### src/rtl/alu_issue_ctrl.sv
// alu_issue_ctrl: initiator-side sequencer for a registered 32-bit ALU.
// Takes one request at a time and decodes it into ALU operands and an
// operation select. It waits out the ALU latency, captures the result,
// and returns it on a valid/ready response channel.
module alu_issue_ctrl #(
  parameter int ALU_LAT = 1,
  parameter int CNT_W   = 16
) (
  input  logic             clk,
  input  logic             reset,
  input  logic             req_valid,
  output logic             req_ready,
  input  logic [3:0]       req_op,
  input  logic [31:0]      req_a,
  input  logic [31:0]      req_b,
  output logic [31:0]      alu_sr1,
  output logic [31:0]      alu_sr2,
  output logic [2:0]       alu_os,
  output logic [31:0]      alu_shift,
  input  logic [31:0]      alu_rd,
  output logic             rsp_valid,
  input  logic             rsp_ready,
  output logic [31:0]      rsp_data,
  output logic             rsp_zero,
  output logic             rsp_err,
  output logic [CNT_W-1:0] op_count
);

  typedef enum logic [1:0] {
    S_IDLE  = 2'd0,
    S_ISSUE = 2'd1,
    S_WAIT  = 2'd2,
    S_RESP  = 2'd3
  } state_t;

  localparam logic [3:0] OP_SHL = 4'd5;
  localparam logic [3:0] OP_ROT = 4'd6;
  localparam logic [3:0] OP_SUB = 4'd7;

  // The wait counter only has to hold 1..7.
  localparam logic [2:0]       LAT_INIT = 3'(ALU_LAT);
  localparam logic [CNT_W-1:0] CNT_ONE  = {{(CNT_W-1){1'b0}}, 1'b1};

  state_t state_q, state_d;

  logic [3:0]       op_q, op_d;
  logic [31:0]      a_q, a_d;
  logic [31:0]      b_q, b_d;
  logic [31:0]      sr1_q, sr1_d;
  logic [31:0]      sr2_q, sr2_d;
  logic [2:0]       os_q, os_d;
  logic [31:0]      shift_q, shift_d;
  logic [2:0]       wait_q, wait_d;
  logic [31:0]      rdata_q, rdata_d;
  logic             rzero_q, rzero_d;
  logic             rerr_q, rerr_d;
  logic [CNT_W-1:0] cnt_q, cnt_d;

  // SUB is issued to the ALU as an ADD of the two's complement of B.
  function automatic logic [31:0] twos_neg(input logic [31:0] v);
    return ~v + 32'd1;
  endfunction

  // State register.
  always_ff @(posedge clk or posedge reset) begin
    if (reset) state_q <= S_IDLE;
    else       state_q <= state_d;
  end

  // Next-state logic. Illegal opcodes skip the ALU and go straight to the response.
  always_comb begin
    state_d = state_q;
    case (state_q)
      S_IDLE:  if (req_valid) state_d = req_op[3] ? S_RESP : S_ISSUE;
      S_ISSUE: state_d = S_WAIT;
      S_WAIT:  if (wait_q == 3'd0) state_d = S_RESP;
      S_RESP:  if (rsp_ready) state_d = S_IDLE;
      default: state_d = S_IDLE;
    endcase
  end

  // Handshake outputs come straight from the registered state, so there is no combinational ready path.
  always_comb begin
    req_ready = (state_q == S_IDLE);
    rsp_valid = (state_q == S_RESP);
  end

  // Datapath register bank: latched request, ALU operands, wait counter, response, counter.
  always_ff @(posedge clk or posedge reset) begin
    if (reset) begin
      op_q    <= 4'd0;
      a_q     <= 32'd0;
      b_q     <= 32'd0;
      sr1_q   <= 32'd0;
      sr2_q   <= 32'd0;
      os_q    <= 3'd0;
      shift_q <= 32'd0;
      wait_q  <= 3'd0;
      rdata_q <= 32'd0;
      rzero_q <= 1'b0;
      rerr_q  <= 1'b0;
      cnt_q   <= '0;
    end else begin
      op_q    <= op_d;
      a_q     <= a_d;
      b_q     <= b_d;
      sr1_q   <= sr1_d;
      sr2_q   <= sr2_d;
      os_q    <= os_d;
      shift_q <= shift_d;
      wait_q  <= wait_d;
      rdata_q <= rdata_d;
      rzero_q <= rzero_d;
      rerr_q  <= rerr_d;
      cnt_q   <= cnt_d;
    end
  end

  // Datapath next values. Everything holds unless the current state says otherwise.
  always_comb begin
    op_d    = op_q;
    a_d     = a_q;
    b_d     = b_q;
    sr1_d   = sr1_q;
    sr2_d   = sr2_q;
    os_d    = os_q;
    shift_d = shift_q;
    wait_d  = wait_q;
    rdata_d = rdata_q;
    rzero_d = rzero_q;
    rerr_d  = rerr_q;
    cnt_d   = cnt_q;
    case (state_q)
      S_IDLE: begin
        if (req_valid) begin
          op_d = req_op;
          a_d  = req_a;
          b_d  = req_b;
          if (req_op[3]) begin
            rdata_d = 32'd0;
            rzero_d = 1'b0;
            rerr_d  = 1'b1;
          end
        end
      end
      S_ISSUE: begin
        sr1_d = a_q;
        if (op_q == OP_SUB) begin
          sr2_d = twos_neg(b_q);
          os_d  = 3'b000;
        end else begin
          sr2_d = b_q;
          os_d  = op_q[2:0];
        end
        shift_d = ((op_q == OP_SHL) || (op_q == OP_ROT)) ? b_q : 32'd0;
        wait_d  = LAT_INIT;
      end
      S_WAIT: begin
        if (wait_q == 3'd0) begin
          rdata_d = alu_rd;
          rzero_d = (alu_rd == 32'd0);
          rerr_d  = 1'b0;
          cnt_d   = cnt_q + CNT_ONE;
        end else begin
          wait_d = wait_q - 3'd1;
        end
      end
      default: ;
    endcase
  end

  // Output mapping.
  always_comb begin
    alu_sr1   = sr1_q;
    alu_sr2   = sr2_q;
    alu_os    = os_q;
    alu_shift = shift_q;
    rsp_data  = rdata_q;
    rsp_zero  = rzero_q;
    rsp_err   = rerr_q;
    op_count  = cnt_q;
  end

endmodule

### config.mk
export PLATFORM = sky130hd
export DESIGN_NAME = alu_issue_ctrl
export DESIGN_NICKNAME = d
export VERILOG_FILES = /design/src/rtl/alu_issue_ctrl.sv
export SDC_FILE = /design/constraint.sdc
export NUM_CORES = 1
export LEC_CHECK = 0
export CORE_MARGIN = 2
export CORE_UTILIZATION = 35
export DETAILED_ROUTE_END_ITERATION = 10
export SYNTH_ARGS = -nofsm -noshare
export SYNTH_HDL_FRONTEND = slang
export SYNTH_SLANG_ARGS = --single-unit
### constraint.sdc
create_clock -name clk -period 20.6 [get_ports clk]
set_clock_uncertainty 0.15 [all_clocks]
set_input_delay 3.09 -clock clk [delete_from_list [all_inputs] [get_ports clk]]
set_output_delay 3.09 -clock clk [all_outputs]
set_load 0.005 [all_outputs]
## Word-level counts from Yosys, hierarchy flattened

Index checks and enable logic that the tools add are counted.

- Input port bits: 104
- Word-level logic and storage cells: 61
- Output and inout bits: 151
- Register bits after elaboration: 222

- Muxes and demuxes: 22
- Equal/unequal tests: 11
- Reductions and logical operators: 11
- Bitwise operators: 1
- Add/sub/neg operators: 3

Operators with widths:

| kind | count |
|---|---|
| $mux 32 | 5 |
| $pmux 32 s2 | 1 |
| $add 32x1->32 const B | 1 |
| $logic_not 32->1 | 1 |
| $not 32->32 | 1 |
| $add 16x1->16 const B | 1 |
| $eq 4x3->1 const B | 3 |
| $mux 2 | 4 |
| $pmux 2 s4 | 1 |
| $mux 1 | 6 |
| $mux 3 | 2 |
| $ne 2x2->1 const B | 3 |
| $pmux 3 s2 | 1 |
| $reduce_and 2->1 | 3 |
| $eq 2x2->1 const B | 2 |
| $ne 2x1->1 const B | 2 |
| $pmux 1 s2 | 2 |
| $reduce_and 4->1 | 1 |
| $reduce_bool 2->1 | 2 |
| $logic_not 3->1 | 1 |
| $reduce_and 3->1 | 1 |
| $sub 3x1->3 const B | 1 |
| $eq 2x1->1 const B | 1 |
| $logic_not 2->1 | 1 |
| $logic_or 1x1->1 | 1 |

## Logic depth before layout (Yosys ltp)

Gate-level depths: netlist of the first run.

- Depth after elaboration: 3
- Mapped depth: 8
- Depth with buffers taken out: 7

## Worst setup path before layout of the first run

Ideal clock, no wire load.

- Kind: in2reg
- Start: input port req_valid
- End: register b_q[10]
- Stages on the path: 4
- Data required time: 20.325 ns
- Path buffers: 2
- Slack: 16.067 ns
- Setup time: 0.125 ns
- Arrival time: 4.258 ns
- Path through: nand2_1 > buf_1 > buf_1 > mux2_2

- Cells in the longest elaborated chain, start to end: 1

RTL lines:

| what | RTL line | source |
|---|---|---|
| from (decl) | 11 | `input logic req_valid,` |
| $reduce_and 2->1 (no source line) | - |  |
| to (signal assigned) | 93 | `b_q <= 32'd0;` |
| to (signal assigned) | 106 | `b_q <= b_d;` |
| to (decl) | 48 | `logic [31:0] b_q, b_d;` |

Every way passes these cells.
A chain may end at the register's enable or synchronous reset.

## Final worst setup path of the first run

- Start: register state_q[1]
- End: output port req_ready

- Cells in the longest elaborated chain, start to end: 1

RTL lines:

| what | RTL line | source |
|---|---|---|
| from (decl) | 44 | `state_t state_q, state_d;` |
| from (signal assigned) | 67 | `else state_q <= state_d;` |
| $logic_not 2->1 | 84 | `req_ready = (state_q == S_IDLE);` |
| to (decl) | 12 | `output logic req_ready,` |

Every way passes these cells.

==> impl_metrics.py, run 1 <==
metrics = {
    "outcome": {
        "status": "completed",
    },
    "final_layout": {
        "fin_util": 0.498,
        "area_delta_synth_final_pct": 39.2,
        "fin_nets": 1192,
        "final_area_sq_um": 13100,
        "drive_gt1_frac": 0.142,
        "fin_cells": 1434,
    },
    "route": {
        "drt_pass1_iterations": 4,
        "drtIter0Drc": 399,
        "drcViolationCount": 0,
        "num_vias": 6909,
        "drt-vias-per-instance": 4.82,
        "antenna_left": 0,
        "wl_um": 24100,
        "routedWlPerCell_um": 16.8,
    },
    "synth": {
        "synth_area_sq_um": 9380,
        "syn_area_per_cell_sq_um": 11.2,
        "yosysTopAreaCell": "dfrtp_1",
        "synth_top_area_share": 0.592,
        "ys_warn_count": 0,
        "yosys-top-cells-area": "dfrtp_1 (59%), mux2_2 (12%), nand2_1 (4.8%)",
        "postSynthNetCount": 952,
        "ys_seq_area_frac": 0.592,
        "syn_inst": 840,
        "ys_ff_latch": 222,
        "synth_cell_types": 43,
    },
    "placement": {
        "place.gp.congestion": 0.779,
        "hpwlAfterDp_um": 16600,
        "dpl_cell_area_sq_um": 12200,
        "dp_slack_ps": 15390,
        "dp_cells": 1388,
        "portBuffers": 254,
    },
    "critical_path": {
        "critPathArrivalTime_ps": 2000,
        "critPathKind": "flip-flop to primary output",
        "required_ps": 17360,
        "slowest_stage": "clkdlybuf4s50_1",
        "worstPathMaxFanout": 7,
        "crit_buf_inv": 2,
        "cp_top_family": "buffers and inverters",
        "cp_slowest_stage_delay_ps": 570,
        "critPathLaunchType": "flip-flop",
        "endpoint_kind": "primary output",
        "path_cells": "inv_1, ha_1, clkdlybuf4s50_1",
    },
    "cts": {
        "ctsResizeCount": 0,
        "cts_tree": "built",
        "cts_hold_buf": 0,
        "worstSkewPairLatency_ps": 520,
        "cts_sinks": 222,
        "cts_max_path_buffers": 3,
        "cts.clk_slew.worst_paths_ps": 60,
        "cts_setup_buffers": 0,
        "h-tree-depth": 1,
        "cts-root-buf": "clkbuf_16",
        "cts_buffers": 25,
    },
    "die": {
        "die_x_um": 168,
        "io_pins": 255,
        "placementRows": 59,
        "die_area_sq_um": 28100,
        "start_util": 0.358,
        "core-area_sq_um": 26200,
        "dieHeight_um": 168,
    },
    "timing": {
        "setup_ws_ps": 15360,
        "slew_viol_final": 0,
        "hold_viol_final": 0,
        "min_period_ps": 5240,
        "setup_viol": 0,
        "fmax_ghz": 0.191,
        "grt_setup_unrepaired": "false",
        "tns_ps": 0,
        "finalCritPeriodShare": 0.255,
        "max_slew_margin": 0.319,
        "tightest_slew_ps": 1020,
    },
    "job": {
        "max_cap_violations": 0,
    },
    "grt": {
        "antenna_found_initial": 2,
        "grt.total_usage": 0.169,
        "grt_pass1_vias": 6834,
        "grt_first_pass_wirelength_um": 38400,
        "grt_max_degree": 83,
        "overflow": 0,
    },
    "min_path": {
        "hold_class": "flip-flop to flip-flop",
    },
    "power_and_ir_drop": {
        "pwr-share-clk": 0.225,
        "power_frac_seq": 0.400,
        "combPwrFrac": 0.376,
        "p_leak_nw": 5.41,
        "power.internal_w": 0.00132,
        "p_sw_w": 0.000645,
        "p_per_area_nw_per_um2": 150,
        "irDropWorstVdd_mv": 0.0792,
        "swShare": 0.329,
    },
}
==> through the flow <==
step / power [W] / hold WS, ps
finish: 0.00196 / 325
global route: 0.00210 / 348
CTS: 0.00199 / 333
detailed placement: 0.00154 / 319
global placement: 0.00152 / 311
floorplan: 0.00115 / 297
==> sequential cells by signal, summed over array words and instances (netlist names) <==
name / count
alu_sr2: 32
op_count: 16
a_q: 32
alu_os: 3
rsp_err: 1
b_q: 32
state_q: 2
alu_shift: 32
op_q: 4
wait_q: 3
rsp_data: 32
rsp_zero: 1
alu_sr1: 32
==> power groups by stage <==
stage / Sequential (W) / Clock, W / Combinational [W]
after floorplan: 0.000752 / 0 / 0.000401
after global placement: 0.000788 / 0 / 0.000734
after detailed placement: 0.000791 / 0 / 0.000746
after CTS: 0.000786 / 0.000453 / 0.000750
after global routing: 0.000814 / 0.000476 / 0.000810
final: 0.000784 / 0.000441 / 0.000737
==> area by class of cell <==
| cell class | count | area (sq um) |
|---|---|---|
| inverters | 47 | 184 |
| flip-flops and latches | 222 | 5560 |
| clock inverters | 7 | 66.3 |
| fillers | 2383 | 13200 |
| well taps | 335 | 419 |
| clock buffers | 38 | 754 |
| repair buffers | 260 | 2590 |
| diodes | 1 | 2.50 |
| multi-input cells | 524 | 3490 |
==> path summary, 6_finish.rpt <==
path                              startpoint           end  slack (ps)  depth (start not counted)
min in group asynchronous              reset   alu_sr1[30]        2890                          2
worst max-delay path              state_q[1]     req_ready       15360                          3
worst min-delay path            rsp_data[20]  rsp_data[20]         330                          2
worst max register to register       b_q[12]   alu_sr2[31]       17910                          5
max in group asynchronous              reset        b_q[7]       16020                          3
worst min register to register  rsp_data[20]  rsp_data[20]         330                          2
==> layer usage <==
metal  vias to the layer above  wire length (um)  share of wire  track usage
met5                         -                16        0.00066            0
met4                         2               292          0.012       0.0321
met3                        29              2370          0.099       0.0624
met2                       229             10600           0.44        0.259
met1                      3307             10700           0.45        0.232
li1                       3342                 -              -            -
==> kinds of logic after synthesis <==
logic type | count (synthesis) | share of synthesized area
AOI/OAI and AO/OA | 137 | 0.0800
DFF | 222 | 0.592
xor gates and xnor gates | 42 | 0.0392
and+or+nand+nor | 234 | 0.116
buffers and inverters | 94 | 0.0383
adders and majority gates | 8 | 0.0107
muxes | 103 | 0.124
==> worst min-delay path, delay by kind of cell (launching register included) <==
family	cells	cell delay (ps)
DFF	1	340
AOI/OAI and AO/OA	1	60
and+or+nand+nor	1	50
==> layout by cell type, fill, tap and decap left out, types with 2 or more instances in the layout <==
cell | netlist | layout
nand4b_1 | 2 | 2
nor2_1 | 40 | 40
a21o_1 | 2 | 2
o41ai_1 | 7 | 7
o31ai_1 | 5 | 5
dfrtp_1 | 222 | 222
ha_1 | 8 | 7
buf_4 | 1 | 6
or3_1 | 6 | 6
clkbuf_1 | 33 | 5
clkbuf_16 | 0 | 25
xnor2_1 | 15 | 15
o21ai_0 | 84 | 84
mux2_2 | 102 | 102
or4_1 | 3 | 3
nor4_1 | 11 | 11
clkinv_2 | 0 | 4
and3_1 | 5 | 5
nand3b_1 | 3 | 3
a21oi_1 | 31 | 31
nand4_1 | 7 | 7
a31oi_1 | 4 | 4
xor2_1 | 27 | 27
clkdlybuf4s50_1 | 0 | 254
nand3_1 | 15 | 15
clkbuf_8 | 0 | 8
nor4b_1 | 3 | 3
nor3_1 | 11 | 11
nand2_1 | 119 | 118
inv_1 | 47 | 46
==> Yosys cell counts (all sizes together) <==
| cell type | n |
|---|---|
| a21boi | 1 |
| a21o | 2 |
| a21oi | 31 |
| a221oi | 1 |
| a31oi | 4 |
| and3 | 5 |
| and4b | 1 |
| buf | 13 |
| clkbuf | 34 |
| dfrtp | 222 |
| ha | 8 |
| inv | 47 |
| mux2 | 102 |
| mux2i | 1 |
| nand2 | 119 |
| nand2b | 1 |
| nand3 | 15 |
| nand3b | 3 |
| nand4 | 7 |
| nand4b | 2 |
| nor2 | 40 |
| nor2b | 1 |
| nor3 | 11 |
| nor4 | 12 |
| nor4b | 3 |
| nor4bb | 1 |
| o21ai | 84 |
| o221ai | 1 |
| o31ai | 5 |
| o41a | 1 |
| o41ai | 7 |
| or2 | 1 |
| or3 | 7 |
| or4 | 5 |
| xnor2 | 15 |
| xor2 | 27 |
Power figures use the tool's default switching activity.
==> inputs of run 2 (changes only) <==
==> constraint.sdc (replaced) <==
create_clock -name clk -period 4.9 [get_ports clk]
set_clock_uncertainty 0.15 [all_clocks]
set_input_delay 0.735 -clock clk [delete_from_list [all_inputs] [get_ports clk]]
set_output_delay 0.735 -clock clk [all_outputs]
set_load 0.005 [all_outputs]
==> impl_metrics.py, run 2 (synthesis results as in run 1) <==
metrics = {
    "critical_path": {
        "r2r_slack_ps": 2190,
        "critPathArrivalTime_ps": 1990,
        "slowest_stage": "clkdlybuf4s50_1",
        "required_ps": 4010,
        "cp.depth": 3,
        "crit_buf_inv": 2,
        "cp_slowest_stage_delay_ps": 570,
        "critPathKind": "flip-flop to primary output",
        "cp_top_family": "buffers and inverters",
        "endpoint_kind": "primary output",
        "rr_endpoint": "alu_shift[8]",
        "worstPathMaxFanout": 7,
        "reg2reg_depth": 6,
        "path_cells": "inv_1, ha_1, clkdlybuf4s50_1",
        "r2r_start": "state_q[1]",
        "critPathLaunchType": "flip-flop",
    },
    "timing": {
        "min_period_ps": 2870,
        "finalCritPeriodShare": 0.587,
        "max_slew_margin": 0.344,
        "grt_setup_unrepaired": "false",
        "slew_viol_final": 0,
        "tightest_slew_ps": 983,
        "setup_viol": 0,
        "fmax_ghz": 0.348,
        "tns_ps": 0,
        "hold_viol_final": 0,
    },
    "placement": {
        "place.gp.congestion": 0.742,
        "dp_cells": 1388,
        "portBuffers": 254,
        "hpwlAfterDp_um": 16200,
    },
    "power_and_ir_drop": {
        "power.total_w": 0.00818,
        "p_leak_nw": 5.40,
        "irDropWorstVdd_mv": 0.294,
        "p_per_area_nw_per_um2": 627,
    },
    "min_path": {
        "hold_depth": 1,
        "hold_class": "flip-flop to flip-flop",
        "whs_endpoint": "op_count[15]",
        "min_from": "op_count[15]",
    },
    "final_layout": {
        "fin_cells": 1433,
        "final_cell_mix": "clkdlybuf4s50_1 (254), dfrtp_1 (222), nand2_1 (118), mux2_2 (102), o21ai_0 (84)",
        "layout_commonest_cell": "clkdlybuf4s50_1",
        "fin_nets": 1192,
        "drive_gt1_frac": 0.142,
        "fill_cells": 2393,
        "area_delta_synth_final_pct": 39.1,
    },
    "die": {
        "dieHeight_um": 168,
        "die_x_um": 168,
        "die_area_sq_um": 28100,
        "placementRows": 59,
        "start_util": 0.358,
        "io_pins": 255,
        "core-area_sq_um": 26200,
    },
    "cts": {
        "worstSkewPairLatency_ps": 510,
        "cts_setup_buffers": 0,
        "cts.clk_slew.worst_paths_ps": 60,
        "h-tree-depth": 1,
        "ctsResizeCount": 0,
        "cts_sinks": 222,
        "cts_tree": "built",
        "cts-root-buf": "clkbuf_16",
        "cts_max_path_buffers": 3,
        "cts_buffers": 25,
        "cts_hold_buf": 0,
    },
    "job": {
        "max_cap_violations": 0,
    },
    "route": {
        "antenna_left": 0,
        "routedWlPerCell_um": 16.6,
        "wl_um": 23800,
        "drcViolationCount": 0,
        "drt-vias-per-instance": 4.79,
        "drt_pass1_iterations": 5,
        "drtIter0Drc": 391,
        "num_vias": 6871,
    },
    "outcome": {
        "status": "completed",
    },
    "grt": {
        "grt_max_degree": 128,
        "overflow": 0,
        "grt_first_pass_wirelength_um": 38000,
        "grt.total_usage": 0.167,
        "antenna_found_initial": 3,
        "grt_pass1_vias": 6950,
    },
}
run 2: final cells by class:
type	count	area (sq um)	area share
Tap cell	335	419	0.0321
Clock inverter	8	67.6	0.00518
Inverter	47	180	0.0138
Clock buffer	34	719	0.0551
Antenna cell	3	7.51	0.000575
Timing Repair Buffer	260	2610	0.200
Multi-Input combinational cell	524	3490	0.267
Sequential cell	222	5560	0.426
run 2: per-layer routing:
metal  vias to the layer above  GRT usage  part of all wire
met5                         -          0           0.00055
met4                         2     0.0325             0.012
met3                        30     0.0671             0.096
met2                       215      0.266              0.45
met1                      3286      0.217              0.44
li1                       3338          -                 -
run 2: how the worst max path moves through the flow:
stage / startpoint / to / slack [ps]
2_1_floorplan: reset / a_q[0] / 1120
3_3_place_gp: req_valid / b_q[5] / 2180
3_5_place_dp: req_valid / b_q[27] / 2140
4_1_cts: state_q[0] / req_ready / 2000
5_1_grt: state_q[1] / req_ready / 1940
6_report: state_q[0] / req_ready / 2030
run 2: stage by stage:
step	util	worst slack [ps]	hold slack [ps]	instance area, sq um
5_1_grt	0.498	1940	344	13000
4_1_cts	0.498	2000	329	13000
3_5_place_dp	0.468	2140	320	12300
3_3_place_gp	0.468	2180	310	12300
6_report	0.498	2030	323	13000
2_1_floorplan	-	1120	297	9380
run 2: where the power goes:
group          leakage, nW  switching [W]  internal (W)
combinational         2.25        0.00133       0.00178
sequential            2.75       0.000629       0.00265
clock                0.393       0.000725       0.00107
total                 5.40        0.00268       0.00549
run 2: worst reg2reg max path: stages, from the launching register on:
cell and delay (ps):
dfrtp_1 410, inv_1 120, ha_4 710, and3_1 690, buf_4 350, nand2_1 90
o21ai_0 80
